`src/rtl/cordic_pkg.sv`:
```
// Shared CORDIC constants: result width, result FIFO depth and the slave's register map.
package cordic_pkg;

  localparam int          CORDIC_DATA_W      = 32;
  localparam int          CORDIC_FIFO_DEPTH  = 8;
  localparam logic [31:0] CORDIC_RESULT_ADDR = 32'h4001_0000;
  localparam logic [31:0] CORDIC_STATUS_ADDR = 32'h4001_0004;

endpackage

```
`src/rtl/cordic_fifo_mem.sv`:
```
// Result storage: DEPTH x DATA_W register array, synchronous write, asynchronous read.
module cordic_fifo_mem
  import cordic_pkg::*;
#(
  parameter int DATA_W = CORDIC_DATA_W,
  parameter int DEPTH  = CORDIC_FIFO_DEPTH,
  parameter int AW     = $clog2(DEPTH)
) (
  input  logic              clk_i,
  input  logic              we_i,
  input  logic [AW-1:0]     waddr_i,
  input  logic [DATA_W-1:0] wdata_i,
  input  logic [AW-1:0]     raddr_i,
  output logic [DATA_W-1:0] rdata_o
);

  logic [DATA_W-1:0] mem_q [DEPTH];

  // Array write; contents need no reset since empty masks the read port.
  always_ff @(posedge clk_i) begin
    if (we_i) begin
      mem_q[waddr_i] <= wdata_i;
    end
  end

  assign rdata_o = mem_q[raddr_i];

endmodule

```
`src/rtl/cordic_result_fifo.sv`:
```
// First-word-fall-through buffer for CORDIC result words read by the AHB-Lite slave.
module cordic_result_fifo
  import cordic_pkg::*;
#(
  parameter  int DATA_W = CORDIC_DATA_W,
  parameter  int DEPTH  = CORDIC_FIFO_DEPTH,
  localparam int AW     = $clog2(DEPTH)
) (
  input  logic              HCLK,
  input  logic              HRESETn,
  input  logic              clr,
  input  logic              wr_en,
  input  logic [DATA_W-1:0] wr_data,
  input  logic              rd_en,
  output logic [DATA_W-1:0] rd_data,
  output logic              empty,
  output logic              full,
  output logic [AW:0]       count,
  output logic              overflow,
  output logic              underflow
);

  localparam logic [AW:0] ONE_C  = (AW+1)'(1);
  localparam logic [AW:0] ZERO_C = (AW+1)'(0);

  logic [AW:0]       wr_ptr_q, wr_ptr_d;
  logic [AW:0]       rd_ptr_q, rd_ptr_d;
  logic [AW:0]       count_q, count_d;
  logic              overflow_q, overflow_d;
  logic              underflow_q, underflow_d;
  logic              empty_s, full_s, wr_acc_s, pop_acc_s, mem_we_s;
  logic [DATA_W-1:0] mem_rdata_s;

  assign empty_s   = (wr_ptr_q == rd_ptr_q);
  assign full_s    = (wr_ptr_q[AW-1:0] == rd_ptr_q[AW-1:0]) && (wr_ptr_q[AW] != rd_ptr_q[AW]);
  // A pop frees the head slot in the same edge, so a full FIFO can still accept.
  assign wr_acc_s  = wr_en && (!full_s || rd_en);
  assign pop_acc_s = rd_en && !empty_s;
  assign mem_we_s  = wr_acc_s && !clr;

  cordic_fifo_mem #(
    .DATA_W (DATA_W),
    .DEPTH  (DEPTH),
    .AW     (AW)
  ) u_mem (
    .clk_i   (HCLK),
    .we_i    (mem_we_s),
    .waddr_i (wr_ptr_q[AW-1:0]),
    .wdata_i (wr_data),
    .raddr_i (rd_ptr_q[AW-1:0]),
    .rdata_o (mem_rdata_s)
  );

  // Next-state for pointers, occupancy and sticky error flags; clr wins over traffic.
  always_comb begin
    wr_ptr_d    = wr_ptr_q;
    rd_ptr_d    = rd_ptr_q;
    count_d     = count_q;
    overflow_d  = overflow_q;
    underflow_d = underflow_q;
    if (clr) begin
      wr_ptr_d    = ZERO_C;
      rd_ptr_d    = ZERO_C;
      count_d     = ZERO_C;
      overflow_d  = 1'b0;
      underflow_d = 1'b0;
    end else begin
      if (wr_acc_s) begin
        wr_ptr_d = wr_ptr_q + ONE_C;
      end else begin
        wr_ptr_d = wr_ptr_q;
      end
      if (pop_acc_s) begin
        rd_ptr_d = rd_ptr_q + ONE_C;
      end else begin
        rd_ptr_d = rd_ptr_q;
      end
      case ({wr_acc_s, pop_acc_s})
        2'b10:   count_d = count_q + ONE_C;
        2'b01:   count_d = count_q - ONE_C;
        default: count_d = count_q;
      endcase
      overflow_d  = overflow_q  || (wr_en && full_s && !rd_en);
      underflow_d = underflow_q || (rd_en && empty_s);
    end
  end

  // State registers with asynchronous active-low reset.
  always_ff @(posedge HCLK or negedge HRESETn) begin
    if (!HRESETn) begin
      wr_ptr_q    <= ZERO_C;
      rd_ptr_q    <= ZERO_C;
      count_q     <= ZERO_C;
      overflow_q  <= 1'b0;
      underflow_q <= 1'b0;
    end else begin
      wr_ptr_q    <= wr_ptr_d;
      rd_ptr_q    <= rd_ptr_d;
      count_q     <= count_d;
      overflow_q  <= overflow_d;
      underflow_q <= underflow_d;
    end
  end

  // HRDATA is driven straight from here, so an empty FIFO must read as zero.
  assign rd_data   = empty_s ? {DATA_W{1'b0}} : mem_rdata_s;
  assign empty     = empty_s;
  assign full      = full_s;
  assign count     = count_q;
  assign overflow  = overflow_q;
  assign underflow = underflow_q;

endmodule

```
`config.mk`:
```
export PLATFORM = sky130hd
export DESIGN_NAME = cordic_result_fifo
export DESIGN_NICKNAME = d
export VERILOG_FILES = /design/src/rtl/cordic_pkg.sv /design/src/rtl/cordic_fifo_mem.sv /design/src/rtl/cordic_result_fifo.sv
export SDC_FILE = /design/constraint.sdc
export NUM_CORES = 1
export LEC_CHECK = 0
export CELL_PAD_IN_SITES_DETAIL_PLACEMENT = 1
export CELL_PAD_IN_SITES_GLOBAL_PLACEMENT = 2
export CORE_ASPECT_RATIO = 1.5
export CORE_UTILIZATION = 29
export DETAILED_ROUTE_END_ITERATION = 8
export PLACE_DENSITY = 0.55
export SLEW_MARGIN = 20
export SYNTH_ARGS = -nofsm -noshare
export SYNTH_HDL_FRONTEND = slang
export SYNTH_SLANG_ARGS = --single-unit
```
`constraint.sdc`:
```
create_clock -name HCLK -period 5.65 [get_ports HCLK]
set_clock_uncertainty 0.1 [all_clocks]
set_input_delay 1.695 -clock HCLK [delete_from_list [all_inputs] [get_ports HCLK]]
set_output_delay 1.695 -clock HCLK [all_outputs]
set_load 0.05 [all_outputs]
```
==> summary.txt <==
share of post-route cells with drive strength above 1: 0.207
Ys Warns: 0
worst reg2reg path startpoint: rd_ptr_q[2]
LEAKAGE: 3.95 nW
register bit total from synthesis: 270
post-cts gate resize count: 0
Post-Synth XOR/XNOR Area: 0.0107
Post-synth ARST share: 0.0519
total CTS buffers: 27
Syn Nets: 554
non-filler cells, final: 1,106
min Tclk post-route: 5200 ps
Total Power: 4.79 mW
Core Region: 35,900 um^2
global-route wire length before repair: 36.4 mm
CP Launch Point: rd_ptr_q[1]
clock tree sinks: 270
EDFF count, synth: 256
Detailed Route WL: 24.1 mm
Max VDD drop: 0.000200 V
Post-Synth Adder-Cell Area: 0.00471
required time of the critical path: 3860 ps
Die Wd: 158 um
Antenna diodes: 0
Synth Area in Compound Gates: 0.0133
Worst Hold Class: reg2reg
max cap viols: 0
CTS tree: yes
final instance area: 12,900 um^2
drc violations: 0
setup TNS: 0 ps
pwr dens: 373 nW/um^2
H-tree levels: 1
GR Util met1: 0.157
WS Path Type: reg2out
Total GRT Usage: 0.133
Finished Core Util: 0.358
post-DP HPWL: 14.2 mm
pin count of the biggest net entering global routing: 38
met2 Use GR: 0.247
post-synthesis mux area share: 0.168
post-route clock period utilization: 0.921
drt first-iter violations: 291
Crit. End Element: output port
largest family of logic cells by synthesized area: multiplexers
Mean Syn Cell Area: 20.7 um^2
CTS max path bufs: 3
# hold bufs at CTS: 0
I/O pin cnt: 77
critical-path maximum fanout: 35
Syn Inst Count: 513
port buffer count: 76
busiest grt layer: met2
Die ar.: 37,400 um^2
Fin. Hold Viols: 0
Synth-to-Final Area Change: 21.0%
Placer Congestion: 0.699
hold_sp: underflow
Final nets: 649
placed cell areas: 12,100 um^2
Row Count: 85
ANT nets after route: 0
Post-Syn Area: 10,600 um^2
Avg WL per Cell: 21.8 um
post-CTS setup buffer count: 0
fin worst setup slack: 446 ps
Worst slew margin: 0.466
Clk Latency, worst-skew pair: 540 ps
sequential fraction of the synthesis area: 0.756
initial antenna violation count: 0
status: finished clean
final hold slack: 401 ps
gr ovfl total: 0
Initial Utilization: 0.296
Die H: 236 um
vias in the first global route: 5,877
Root Driver: clkbuf_16
via count: 5,127
clk slew on worst S/H paths: 60 ps
placed cells: 1,057
RSZ-0062 raised after global routing: no
met3 Usage GRT: 0.0189
DR vias/cell: 4.64
CP Launch Type: flop
fmax: 192 MHz
Worst-Margin Slew: 801 ps
max-slew violation count: 0
post-synthesis simple-gate area fraction: 0.0314
post-synth cell types: 37
DP Worst Slack: 958 ps
most common flop cell mapped by yosys: edfxtp_1
drt first pass iters: 4
Arrival @ worst endpoint: 3410 ps
endpoints failing setup: 0
## cell type report
cell class	count	area (um^2)
clock inverter	6	36.3
multi-input combinational	210	2480
fill	3631	23100
clock buffer	43	746
tap	478	598
inverter	3	23.8
sequential	270	8050
timing repair buffer	96	936
## routing by layer
layer / routed length [um] / up-vias / share of wire
met1: 9830 / 2751 / 0.41
met5: 0 / - / 0
met3: 758 / 26 / 0.032
met2: 13100 / 78 / 0.54
li1: - / 2272 / -
met4: 386 / 0 / 0.016
## kinds of logic (layout without fill, tap and decap cells)
family | after synthesis | count (layout)
muxes | 98 | 98
DFF | 270 | 270
xor gates and xnor gates | 13 | 13
adders and majority gates | 4 | 4
AOI/OAI and AO/OA | 19 | 19
buffers and inverters | 33 | 148
and+or+nand+nor | 76 | 76
## cells in the mapped netlist (2+ instances only)
cell | instances | area (um^2)
xor2_1 | 10 | 87.6
a21oi_1 | 7 | 35.0
buf_2 | 7 | 35.0
nand2b_1 | 2 | 12.5
nand2_1 | 8 | 30.0
nor3_1 | 4 | 20.0
o21a_1 | 2 | 15.0
inv_1 | 2 | 7.51
ha_1 | 4 | 50.1
o21ai_0 | 3 | 15.0
nor2b_1 | 3 | 18.8
dfrtp_1 | 14 | 350
nor2_1 | 45 | 169
xnor2_1 | 3 | 26.3
buf_4 | 2 | 15.0
nand3_1 | 6 | 30.0
nor4_1 | 3 | 18.8
mux2i_1 | 33 | 330
mux4_2 | 64 | 1440
clkbuf_1 | 18 | 67.6
edfxtp_1 | 256 | 7690
buf_6 | 2 | 22.5
## worst paths after layout
kind / end / cells after the start / slack, ps
min: underflow / 2 / 400
min reg2reg: underflow / 2 / 400
max reg2reg: u_mem.mem_q[7][17] / 7 / 2440
max: rd_data[13] / 5 / 450
max in group asynchronous: rd_ptr_q[0] / 1 / 3440
min in group asynchronous: rd_ptr_q[2] / 1 / 1490
## layout by cell type, fill, tap and decap left out, drive strengths merged, types with 2 or more instances in the layout
| cell type | instances |
|---|---|
| nor4 | 3 |
| a21oi | 7 |
| dfrtp | 14 |
| nor3 | 4 |
| clkbuf | 43 |
| o21ai | 3 |
| mux2i | 33 |
| clkdlybuf4s50 | 76 |
| nor2b | 3 |
| nand2 | 8 |
| o21a | 2 |
| buf | 20 |
| inv | 3 |
| nand3 | 6 |
| clkinv | 4 |
| nor2 | 45 |
| mux4 | 64 |
| ha | 4 |
| nand2b | 2 |
| clkinvlp | 2 |
| xor2 | 10 |
| xnor2 | 3 |
| edfxtp | 256 |
## sequential cells by signal, indices dropped and copies added, names as in the netlist
name         flops
count            4
overflow         1
rd_ptr_q         4
u_mem.mem_q    256
underflow        1
wr_ptr_q         4
## power by group
group	internal (mW)	total, mW	switching (mW)	leakage, nW
clock network	0.902	1.61	0.707	0.369
registers	2.23	2.28	0.0513	2.50
logic	0.358	0.905	0.547	1.09
## worst max-delay path, cell delays in order (launching register included)
cell and delay, ps:
dfrtp_4 800, buf_4 570, mux4_2 400, mux2i_1 290
nor2_1 90, clkdlybuf4s50_1 710
(Power assumes the default switching activity.)
